<file path="config.mk">
export PLATFORM = sky130hd
export DESIGN_NAME = delay_measure_flat
export DESIGN_NICKNAME = d
export VERILOG_FILES = /design/src/rtl/delay_pkg.sv /design/src/rtl/delay_measure_if.sv /design/src/rtl/edge_sampler.sv /design/src/rtl/delay_measure.sv /design/src/flat_wrapper.sv
export SDC_FILE = /design/constraint.sdc
export NUM_CORES = 1
export LEC_CHECK = 0
export CAP_MARGIN = 40
export CORE_MARGIN = 2
export CORE_UTILIZATION = 53
export DETAILED_ROUTE_END_ITERATION = 8
export PLACE_DENSITY = 0.81
export SLEW_MARGIN = 30
export SYNTH_ARGS = -nofsm -noshare
export SYNTH_HDL_FRONTEND = slang
export SYNTH_SLANG_ARGS = --single-unit
export TNS_END_PERCENT = 10
</file>
<file path="constraint.sdc">
create_clock -name clk -period 5.4 [get_ports clk]
set_input_delay 0.54 -clock clk [delete_from_list [all_inputs] [get_ports clk]]
set_output_delay 0.54 -clock clk [all_outputs]
set_load 0.05 [all_outputs]
</file>
<file path="src/rtl/delay_pkg.sv">
// Shared types and constants for the delay measurement block and its
// companion delay element model.
package delay_pkg;

  localparam int CW_DEF = 32;
  localparam int DW_DEF = 16;

  localparam logic [CW_DEF-1:0] CNT_MAX = {CW_DEF{1'b1}};

  typedef enum logic [1:0] {
    IDLE   = 2'd0,
    COUNT  = 2'd1,
    REPORT = 2'd2
  } state_t;

endpackage

</file>
<file path="src/rtl/delay_measure_if.sv">
// Result channel of the delay measurement block.
// valid/ready: a result transfers on every cycle where valid && ready are both
// high at the rising clock edge; once valid rises, delay and timed_out stay
// stable and valid stays high until that transfer happens.
interface delay_measure_if #(
  parameter int CW = 32
);
  logic [CW-1:0] delay;
  logic          timed_out;
  logic          valid;
  logic          ready;

  modport master (
    output delay,
    output timed_out,
    output valid,
    input  ready
  );

  modport slave (
    input  delay,
    input  timed_out,
    input  valid,
    output ready
  );
endinterface

</file>
<file path="src/rtl/edge_sampler.sv">
// Registers the stimulus and response levels and flags a change between two
// consecutive samples; both paths share the same latency.
module edge_sampler (
  input  logic clk,
  input  logic reset,
  input  logic in,
  input  logic out,
  output logic in_lvl,
  output logic out_lvl,
  output logic in_edge,
  output logic out_edge
);

  logic in_prev;
  logic out_prev;

  // Previous samples reset to 0, so a high level right after reset is an edge.
  always_ff @(posedge clk) begin
    if (reset) begin
      in_lvl   <= 1'b0;
      out_lvl  <= 1'b0;
      in_prev  <= 1'b0;
      out_prev <= 1'b0;
    end else begin
      in_lvl   <= in;
      out_lvl  <= out;
      in_prev  <= in_lvl;
      out_prev <= out_lvl;
    end
  end

  assign in_edge  = in_lvl ^ in_prev;
  assign out_edge = out_lvl ^ out_prev;

endmodule

</file>
<file path="src/rtl/delay_measure.sv">
// Measures, in clock cycles, how long a stimulus transition takes to appear at
// the output of a delay element, with timeout and dropped-edge accounting.
module delay_measure
  import delay_pkg::*;
#(
  parameter int CW = CW_DEF,
  parameter int DW = DW_DEF
) (
  input  logic          clk,
  input  logic          reset,
  input  logic          en,
  input  logic          in,
  input  logic          out,
  input  logic [CW-1:0] timeout,
  output logic          busy,
  output logic [DW-1:0] dropped,
  output state_t        state_dbg,
  delay_measure_if.master res
);

  localparam logic [CW-1:0] CNT_ALL = {CW{1'b1}};

  logic in_lvl, out_lvl, in_edge, out_edge;

  edge_sampler u_sampler (
    .clk      (clk),
    .reset    (reset),
    .in       (in),
    .out      (out),
    .in_lvl   (in_lvl),
    .out_lvl  (out_lvl),
    .in_edge  (in_edge),
    .out_edge (out_edge)
  );

  state_t        state, state_n;
  logic [CW-1:0] count, count_n;
  logic          target, target_n;
  logic [CW-1:0] delay_r, delay_n;
  logic          to_r, to_n;
  logic [DW-1:0] dropped_r;
  logic          drop_inc;
  logic          match;

  always_ff @(posedge clk) begin
    if (reset) begin
      state     <= IDLE;
      count     <= '0;
      target    <= 1'b0;
      delay_r   <= '0;
      to_r      <= 1'b0;
      dropped_r <= '0;
    end else begin
      state   <= state_n;
      count   <= count_n;
      target  <= target_n;
      delay_r <= delay_n;
      to_r    <= to_n;
      if (drop_inc && (dropped_r != {DW{1'b1}}))
        dropped_r <= dropped_r + DW'(1);
    end
  end

  assign match = out_edge && (out_lvl == target);

  always_comb begin
    state_n  = state;
    count_n  = count;
    target_n = target;
    delay_n  = delay_r;
    to_n     = to_r;
    drop_inc = 1'b0;
    unique case (state)
      IDLE: begin
        if (en && in_edge) begin
          target_n = in_lvl;
          if (out_edge && (out_lvl == in_lvl)) begin
            state_n = REPORT;
            delay_n = '0;
            to_n    = 1'b0;
          end else begin
            state_n = COUNT;
            count_n = CW'(1);
          end
        end
      end
      COUNT: begin
        if (!en) begin
          state_n = IDLE;
        end else begin
          drop_inc = in_edge;
          // A match is checked first so it wins over a timeout in the same cycle.
          if (match) begin
            state_n = REPORT;
            delay_n = count;
            to_n    = 1'b0;
          end else if ((timeout != '0) && (count == timeout)) begin
            state_n = REPORT;
            delay_n = timeout;
            to_n    = 1'b1;
          end else if (count != CNT_ALL) begin
            count_n = count + CW'(1);
          end
        end
      end
      REPORT: begin
        drop_inc = in_edge;
        if (res.ready)
          state_n = IDLE;
      end
      default: begin
        state_n = IDLE;
      end
    endcase
  end

  assign busy          = (state == COUNT);
  assign dropped       = dropped_r;
  assign state_dbg     = state;
  assign res.valid     = (state == REPORT);
  assign res.delay     = delay_r;
  assign res.timed_out = to_r;

endmodule

</file>
<file path="src/flat_wrapper.sv">
// flat-port wrapper written by rule: the top's interface ports become plain ports
module delay_measure_flat import delay_pkg::*;
#(
  parameter int CW = CW_DEF,
  parameter int DW = DW_DEF
)
  (clk, reset, en, in, out, timeout, busy, dropped, state_dbg, res_delay, res_timed_out, res_valid, res_ready);
  delay_measure_if #(.CW(CW)) res_i ();
  input  logic clk;
  input  logic reset;
  input  logic en;
  input  logic in;
  input  logic out;
  input  logic [CW-1:0] timeout;
  output logic busy;
  output logic [DW-1:0] dropped;
  output state_t state_dbg;
  output wire logic [$bits(res_i.delay)-1:0] res_delay;
  output wire logic [$bits(res_i.timed_out)-1:0] res_timed_out;
  output wire logic [$bits(res_i.valid)-1:0] res_valid;
  input wire logic [$bits(res_i.ready)-1:0] res_ready;
  assign res_delay = res_i.delay;
  assign res_timed_out = res_i.timed_out;
  assign res_valid = res_i.valid;
  assign res_i.ready = res_ready;
  delay_measure #(.CW(CW), .DW(DW)) u_core (.clk(clk), .reset(reset), .en(en), .in(in), .out(out), .timeout(timeout), .busy(busy), .dropped(dropped), .state_dbg(state_dbg), .res(res_i));
endmodule
</file>
==> summary.md, run 1 <==
The run finished with clean final reports. The number of warning messages in the yosys log was 0; the sequential power share was 0.345. The run gives 0 as the buffer count from post-CTS setup fixing.

After detailed routing, the total wire length is 14,550 µm. The final-report max-slew violation count was 0; the actual slew at the worst max-slew pin was 0.7286 ns. The worst-case IR drop observed on VDD is 0.0001686 V. For the number of global-route vias before repair, the log shows 4,763. Class of the tightest hold or removal check: flop to flop. For this block, the initial DRC count from the detailed router was 488. In this run, synthesis produced a sequential element count of 88. Hold timing on the final database bottoms out at a slack of 0.4695 ns. The relative slew slack was 0.5137; the post-synthesis cell count was 599. The minimum clock period was 3.130 ns; the netlist area before placement was 0.005007 mm².

The run gives 35 as the number of placement rows. The kind of cell with the highest combined delay along the critical path is buffers and inverters. 0 antenna diodes ended up in the layout. The fraction of power spent switching nets works out to 0.4416.

Summed over all nets, the switching power comes to 0.9729 mW. Launching element type of the critical path: a flop. Setup violations remaining at the end of the flow were counted as 0. The run gives 0.009196 mm² as the floorplan core area. For the initial antenna violation count, the log shows 0. The area of the die is 0.01024 mm², and the cell area after layout is 0.006130 mm².

The category of the worst setup path capture point was a flop. For this run, the detailed router's first-pass iteration total came to 5. The combined global-route utilization of all metal layers is 0.2833.

The logs give 642 for the net count after synthesis and 5,160 for the count of vias placed by the detailed router. Dividing the detail-routed wire length by the instance count gives 18.87 µm. After clock tree synthesis, the clock-pin slew on the worst setup and hold paths is 0.10 ns. Across the routed clock network, the largest skew measured is 0.01077 ns. The tools report the net count reported at finish as 698. Counting every sink on the clock net gives 88. The first global-routing pass estimated 23,170 µm of wire.

In this run, synthesis inferred 0 flip-flops with an integrated enable. Traced cell by cell, the critical path runs through inv_1 > ha_1 > buf_4 > inv_1 > nor3_2 > buf_4 > o31ai_4 > buf_4 > a21oi_1 > a311oi_1. The H-tree level count was 3; the mean instance size in the synthesized netlist was 8.359 µm².

The chip height works out to 101.2 µm. Yosys mapped the design onto 51 distinct sky130hd cell types. The cell with the largest stage delay on the worst path is inv_1.

During I/O placement, the number of pins put on the boundary was 91. The clock passes through at most 2 buffers. The worst endpoint data arrival time was 3.40 ns. The area growth from synthesis to layout is 22.41%.

Counting the buffers created by CTS gives 9. The number of instances in the placed design is 754, and the number of hold-repair buffers added at the cts stage is 0. Setup repair after global routing left no endpoint under its margin.

Together, buffers and inverters on the worst path number 5. For this run the aggregate overflow at the end of global routing stands at 0. The tools report the summed negative setup slack over all endpoints as 0 ns. The leakage power of the design is 1.912 nW, and the largest fanout of any net on the critical path is 65.

Port buffering added 90 buffers. The weighted congestion at the end of routability-driven global placement is 0.9342. Stage delay of the slowest cell on the critical path: 0.58 ns. Detailed placement ended at an HPWL of 10,060 µm. Static timing analysis puts the maximum clock frequency at 319.5 MHz. The fill cell instance count of the final layout was 766; the portion of the clock cycle consumed by the worst path in the final layout was 0.5796. In the final layout, the multi-input gates occupy 0.002945 mm². The logs give 5.67 ns for the worst path required time and 0 for the number of DRC violations after detailed routing.

By instance count, the cell type seen most on the critical path is buf_4. The power per cell area is 359.4 mW/mm². The critical path is of the flop to flop type.

Once the clock tree was built, the resizer swapped 0 gates to a different size. The count of nets left with antenna violations once routing finished came out at 0. In the final layout, flip-flops and latches occupy 0.001762 mm². The share of cells above drive strength 1 was 0.06515; the initial cell density of the core was 0.5445. The combinational power share was 0.451. The clock root buffer master is clkbuf_8.

TritonCTS built the clock tree. In the synthesized netlist the dominant register cell turns out to be dfxtp_1. The internal power of the cells totals 1.230 mW. Dividing the detail-routed via count by the number of cells gives 6.693.

The post-layout instance count excluding filler cells was 771; the sequential cell area fraction in the yosys report was 0.3518. The floorplan step set the die width to 101.2 µm. The async set-or-reset flop fraction in the synthesized netlist works out to 0.

The cell area after placement was 0.005923 mm². The tools report the clock group share of total power as 0.204. The clock reaches the later pin of the worst-skew pair after 0.38 ns. Entering global routing, the biggest net connects 88 pins.

Total power for the finished layout comes to 2.203 mW. The tools report the number of hold violations in the final report as 0. Across the run, the number of max-cap violations was 0.
## tightest hold or removal path: cells and delay by family, from the launching register on
kind             cells  cell delay (ns)
multiplexers         1             0.05
AND/OR/NAND/NOR      1             0.05
flip-flops           1             0.33
## power groups by stage
stage          logic, mW  clock network [mW]  registers [mW]
2_1_floorplan      0.495                   0           0.981
3_3_place_gp       0.947                   0           0.773
5_1_grt             1.06               0.480           0.767
3_5_place_dp       0.979                   0           0.774
6_report           0.993               0.450           0.760
4_1_cts            0.983               0.454           0.759
## flip-flops by register name, indices dropped and copies added (netlist names)
register	cells
u_core.res.timed_out	1
u_core.count	32
u_core.target	1
u_core.u_sampler.out_lvl	1
u_core.u_sampler.out_prev	1
u_core.u_sampler.in_lvl	1
u_core.state_dbg	2
u_core.u_sampler.in_prev	1
u_core.dropped	16
u_core.res.delay	32
## area by class of cell
class	instances	share of cell area
clock inverters	7	0.01021
inverters	21	0.01286
flip-flops and latches	88	0.2874
repair buffers	101	0.1662
clock buffers	9	0.02021
multi-input cells	434	0.4805
well taps	111	0.02266
## cell usage in the layout (no fill, tap or decap), types with 3 or more instances in the layout
master           Yosys  final
clkdlybuf4s50_1      0     89
dfxtp_1             88     88
a21oi_1             49     49
nor2_1              34     34
xor2_1              34     34
nand2_1             34     34
a22oi_1             32     32
a311oi_1            32     32
nand3_1             24     24
inv_1               21     21
nor4_1              19     18
nand4_1             17     17
o311ai_0            15     15
o41ai_1             13     13
a211oi_1            12     12
o32ai_1             12     12
xnor2_1             11     11
o21ai_0             11     11
clkbuf_8             0      9
and4_1               8      8
buf_4                3      8
or3_1                7      7
nor2b_1              7      6
or2_2                6      6
nor3b_1              5      5
a31oi_1              5      5
ha_1                 5      5
and3_1               4      4
nor3_1               5      4
or4_1                4      4
nand4b_1             3      3
o211ai_1             3      3
clkinvlp_4           0      3
## path summary, 6_finish.rpt
path | from | end | slack [ns] | cells after the start
worst max-delay path | u_core.state_dbg[1] | u_core.res.delay[0] | 2.27 | 10
worst max register to register | u_core.state_dbg[1] | u_core.res.delay[0] | 2.27 | 10
worst min-delay path | u_core.res.timed_out | u_core.res.timed_out | 0.47 | 2
worst min register to register | u_core.res.timed_out | u_core.res.timed_out | 0.47 | 2
## cells in the mapped netlist, types with 15 or more instances
| library cell | number | area, µm² |
|---|---|---|
| a21oi_1 | 49 | 245.2 |
| a22oi_1 | 32 | 240.2 |
| a311oi_1 | 32 | 280.3 |
| clkbuf_1 | 39 | 146.4 |
| dfxtp_1 | 88 | 1762 |
| inv_1 | 21 | 78.83 |
| nand2_1 | 34 | 127.6 |
| nand3_1 | 24 | 120.1 |
| nand4_1 | 17 | 106.4 |
| nor2_1 | 34 | 127.6 |
| nor4_1 | 19 | 118.9 |
| o311ai_0 | 15 | 131.4 |
| xor2_1 | 34 | 297.8 |
## layer usage
layer,share of wire,GRT usage
met5,0,0
met4,0.020,0.1040
met3,0.082,0.04348
met2,0.47,0.4575
met1,0.43,0.3854
## stage by stage
step / setup WS [ns] / util
CTS: 2.334 / 0.6644
floorplan: 2.603 / -
finish: 2.270 / 0.6665
global route: 2.035 / 0.6665
global placement: 2.270 / 0.6386
detailed placement: 2.209 / 0.6441
## kinds of logic after synthesis
family                   synth area share
AO/OA/AOI/OAI                      0.2794
XOR/XNOR                          0.07871
adder cells (fa/ha/maj)           0.01249
buffers and inverters             0.06647
flip-flops                         0.3518
multiplexers                     0.001999
AND/OR/NAND/NOR                    0.2091
(Power assumes the default switching activity.)
==> inputs of run 2 (changes only) <==
- clock period: 5.4 -> 3 ns (I/O delays scaled with it)
==> run 2 against run 1 <==
Sequential power rose by 79%. Count of clock-buffer cells in the layout rose by 1. Critical path depth fell by 1. Register-to-register slack got worse by 1.9 ns. Clock power rose by 120%. Setup slack got worse by 1.9 ns. Sequential share of layout area fell by 0.80 points. Cell count rose by 1.8%. Highest routed layer unchanged.
==> summary.md, run 2 (synthesized netlist as in run 1, its figures left out) <==
The die width is 101.2 µm. The portion of the clock cycle consumed by the worst path in the final layout was 0.8775. Across all layers, the routed design uses 5,194 vias.

The number of global-route vias before repair is 4,814, and the post-layout instance count excluding filler cells is 785. The tools report the maximum clock skew at final layout as 0.01749 ns. The run finished with clean final reports. The worst hold path was traced through 3 stages. STA classifies the critical path startpoint as a flop.

In this run the remaining antenna-violating nets after routing total 0. The tightest min-delay check is of the input port to flop type. The pre-antenna-repair detailed-routing pass consisted of 6 iterations.

Setup slack closes at 0.3676 ns. The final global-route overflow total was 0; the detailed-route wire length was 14,920 µm. The floorplan step defined a die boundary enclosing 0.01024 mm².

In this run the power density over the cells is 659.9 mW/mm². At the pin with the least slew margin, the transition time is 0.6324 ns. The wire-length estimate of the detail-placed layout is 10,330 µm. For the initial cell density of the core, the log shows 0.5445. For the worst setup path, the data required time is 3.26 ns. The tools report the floorplan core area as 0.009196 mm².

Setup repair after global routing left no endpoint under its margin. The critical path is of the flop to flop type. Of all nets on the critical path, the largest fanout is 6. Summing all multi-input logic gate instances after layout gives 0.002950 mm². The logs give 0.9296 for the weighted congestion at the end of routability-driven global placement and 712 for the net count reported at finish. For the sequential power share, the log shows 0.327.

Traced cell by cell, the critical path runs through inv_1 > ha_1 > nor2_1 > a211oi_1 > nand3b_1 > nor2b_1 > buf_4 > nand4_1 > o41ai_1. The average wire per cell in the routed design came out at 19.01 µm. The leakage power of the design was 2.032 nW.

TritonCTS built the clock tree. The minimum clock period is 2.632 ns. The number of hold violations in the final report is 0, and the maximum number of pins on one net before global-route repair is 87. Share of cells above drive strength 1: 0.08457. The tool flagged a number of max-cap violations equal to 0. Data on the critical path arrives at its endpoint at 2.90 ns. After routing, the total negative slack on setup checks comes to 0 ns. The clock transition at the register clock pins on the worst setup and hold paths after CTS came out at 0.10 ns.

The combined global-route utilization of all metal layers was 0.2912; the relative slew slack was 0.5779. The top cell types in the final layout, fill and taps aside, are clkdlybuf4s50_1 (89), dfxtp_1 (88), a21oi_1 (49). The run gives 0 as the number of DRC violations after detailed routing. The tools report the cell area after layout as 0.006306 mm². The number of instances in the placed design was 768; the buffer count from post-CTS setup fixing was 0. The endpoint identified for the worst register-to-register timing path is u_core.count[15].

The worst-case IR drop observed on VDD is 0.0003504 V. Based on the critical path, the design can be clocked at up to 379.9 MHz. The placed instances occupy a cell area of 0.006038 mm². The layout has 749 filler cells. Setup violations remaining at the end of the flow were counted as 0.

The largest individual stage delay along the critical path comes from the cell o41ai_1. Setup slack on the worst reg-to-reg path comes out at 0.37 ns. The die is 101.2 µm tall.

The initial antenna violation count came out at 0. The clock reaches the later pin of the worst-skew pair after 0.37 ns. The count of cells along the worst register-to-register path works out to 9. The net switching power was 1.725 mW; the synthesis-to-layout area growth was 25.94%. The clock root buffer master is clkbuf_8. The clock net in this run drives a total of 88 sinks. For hold timing, the worst endpoint is u_core.dropped[1]. The post-place setup slack was 0.1292 ns; the H-tree level count was 3. The library cell used most frequently in the layout, excluding fill and tap cells, is clkdlybuf4s50_1.

The tools report the category of the worst setup path capture point as a flop. The combinational power share was 0.440; the number of hold-repair buffers added at the cts stage was 0. The number of buffers inserted by port buffering was 90. In this run the critical register-to-register path is launched from u_core.state_dbg[1]. On the worst path, the slowest cell contributes a delay of 0.40 ns. The logs give 0.233 for the clock group share of total power and 4.161 mW for the total power. TritonCTS created 9 clock buffers.

The worst hold path begins at reset. The detailed router finished its first iteration with 546 violations. The logs give 91 for the top-level port count and 0 for the final-report max-slew violation count. In this run the core area contains 35 standard-cell rows. Using the TritonRoute via totals, the vias-per-cell ratio works out to 6.617.

Origin of the worst setup path: u_core.state_dbg[1]. The longest clock path from root to sink contains 2 buffers. 0 antenna diodes ended up in the layout.

The tools report the internal power contribution as 2.436 mW. The sequential cell area is 0.001762 mm², and the wire length of the first global-routing pass is 24,050 µm. The fraction of power spent switching nets is 0.4147.
## run 2: power groups by stage
stage	logic (mW)	registers, mW	clock network, mW
6_report	1.83	1.36	0.972
4_1_cts	1.81	1.36	0.971
2_1_floorplan	0.890	1.77	0
3_3_place_gp	1.77	1.38	0
3_5_place_dp	1.80	1.39	0
5_1_grt	1.97	1.37	1.02
## run 2: repair_timing
action / CTS / global route
endpoints found under the hold margin: 0 / 0
gates resized for setup: 0 / 1
setup endpoints to repair: 0 / 2
## run 2: final cells by class
type,instances,area share
Clock buffer,10,0.02183
Timing Repair Buffer,115,0.1810
Tap cell,111,0.02202
Inverter,21,0.01250
Multi-Input combinational cell,434,0.4679
Clock inverter,6,0.01548
Sequential cell,88,0.2794
## run 2: layer usage
metal,global-route usage,wire length [µm]
met1,0.3893,6315
met4,0.1143,420
met3,0.05314,1267
met5,0,0
met2,0.4682,6919
## run 2: how the worst max path moves through the flow
stage / end / slack, ns / cells after the start
2_1_floorplan: u_core.res.delay[26] / 0.20 / 7
3_3_place_gp: u_core.count[8] / 0.25 / 8
3_5_place_dp: u_core.count[25] / 0.13 / 7
4_1_cts: u_core.count[8] / 0.24 / 8
5_1_grt: u_core.count[15] / 0.02 / 9
6_report: u_core.count[15] / 0.37 / 9
## run 2: critical path: cells and delay by family, from the launching register on
family / cells / cell delay, ns
flip-flops: 1 / 0.35
adder cells (fa/ha/maj): 1 / 0.35
buffers and inverters: 2 / 0.31
AO/OA/AOI/OAI: 2 / 0.77
AND/OR/NAND/NOR: 4 / 0.76
## run 2: through the flow
step	util	hold slack (ns)
floorplan	-	0.4282
global placement	0.6566	0.4477
detailed placement	0.6566	0.4779
CTS	0.6822	0.4753
global route	0.6857	0.4192
finish	0.6857	0.4020
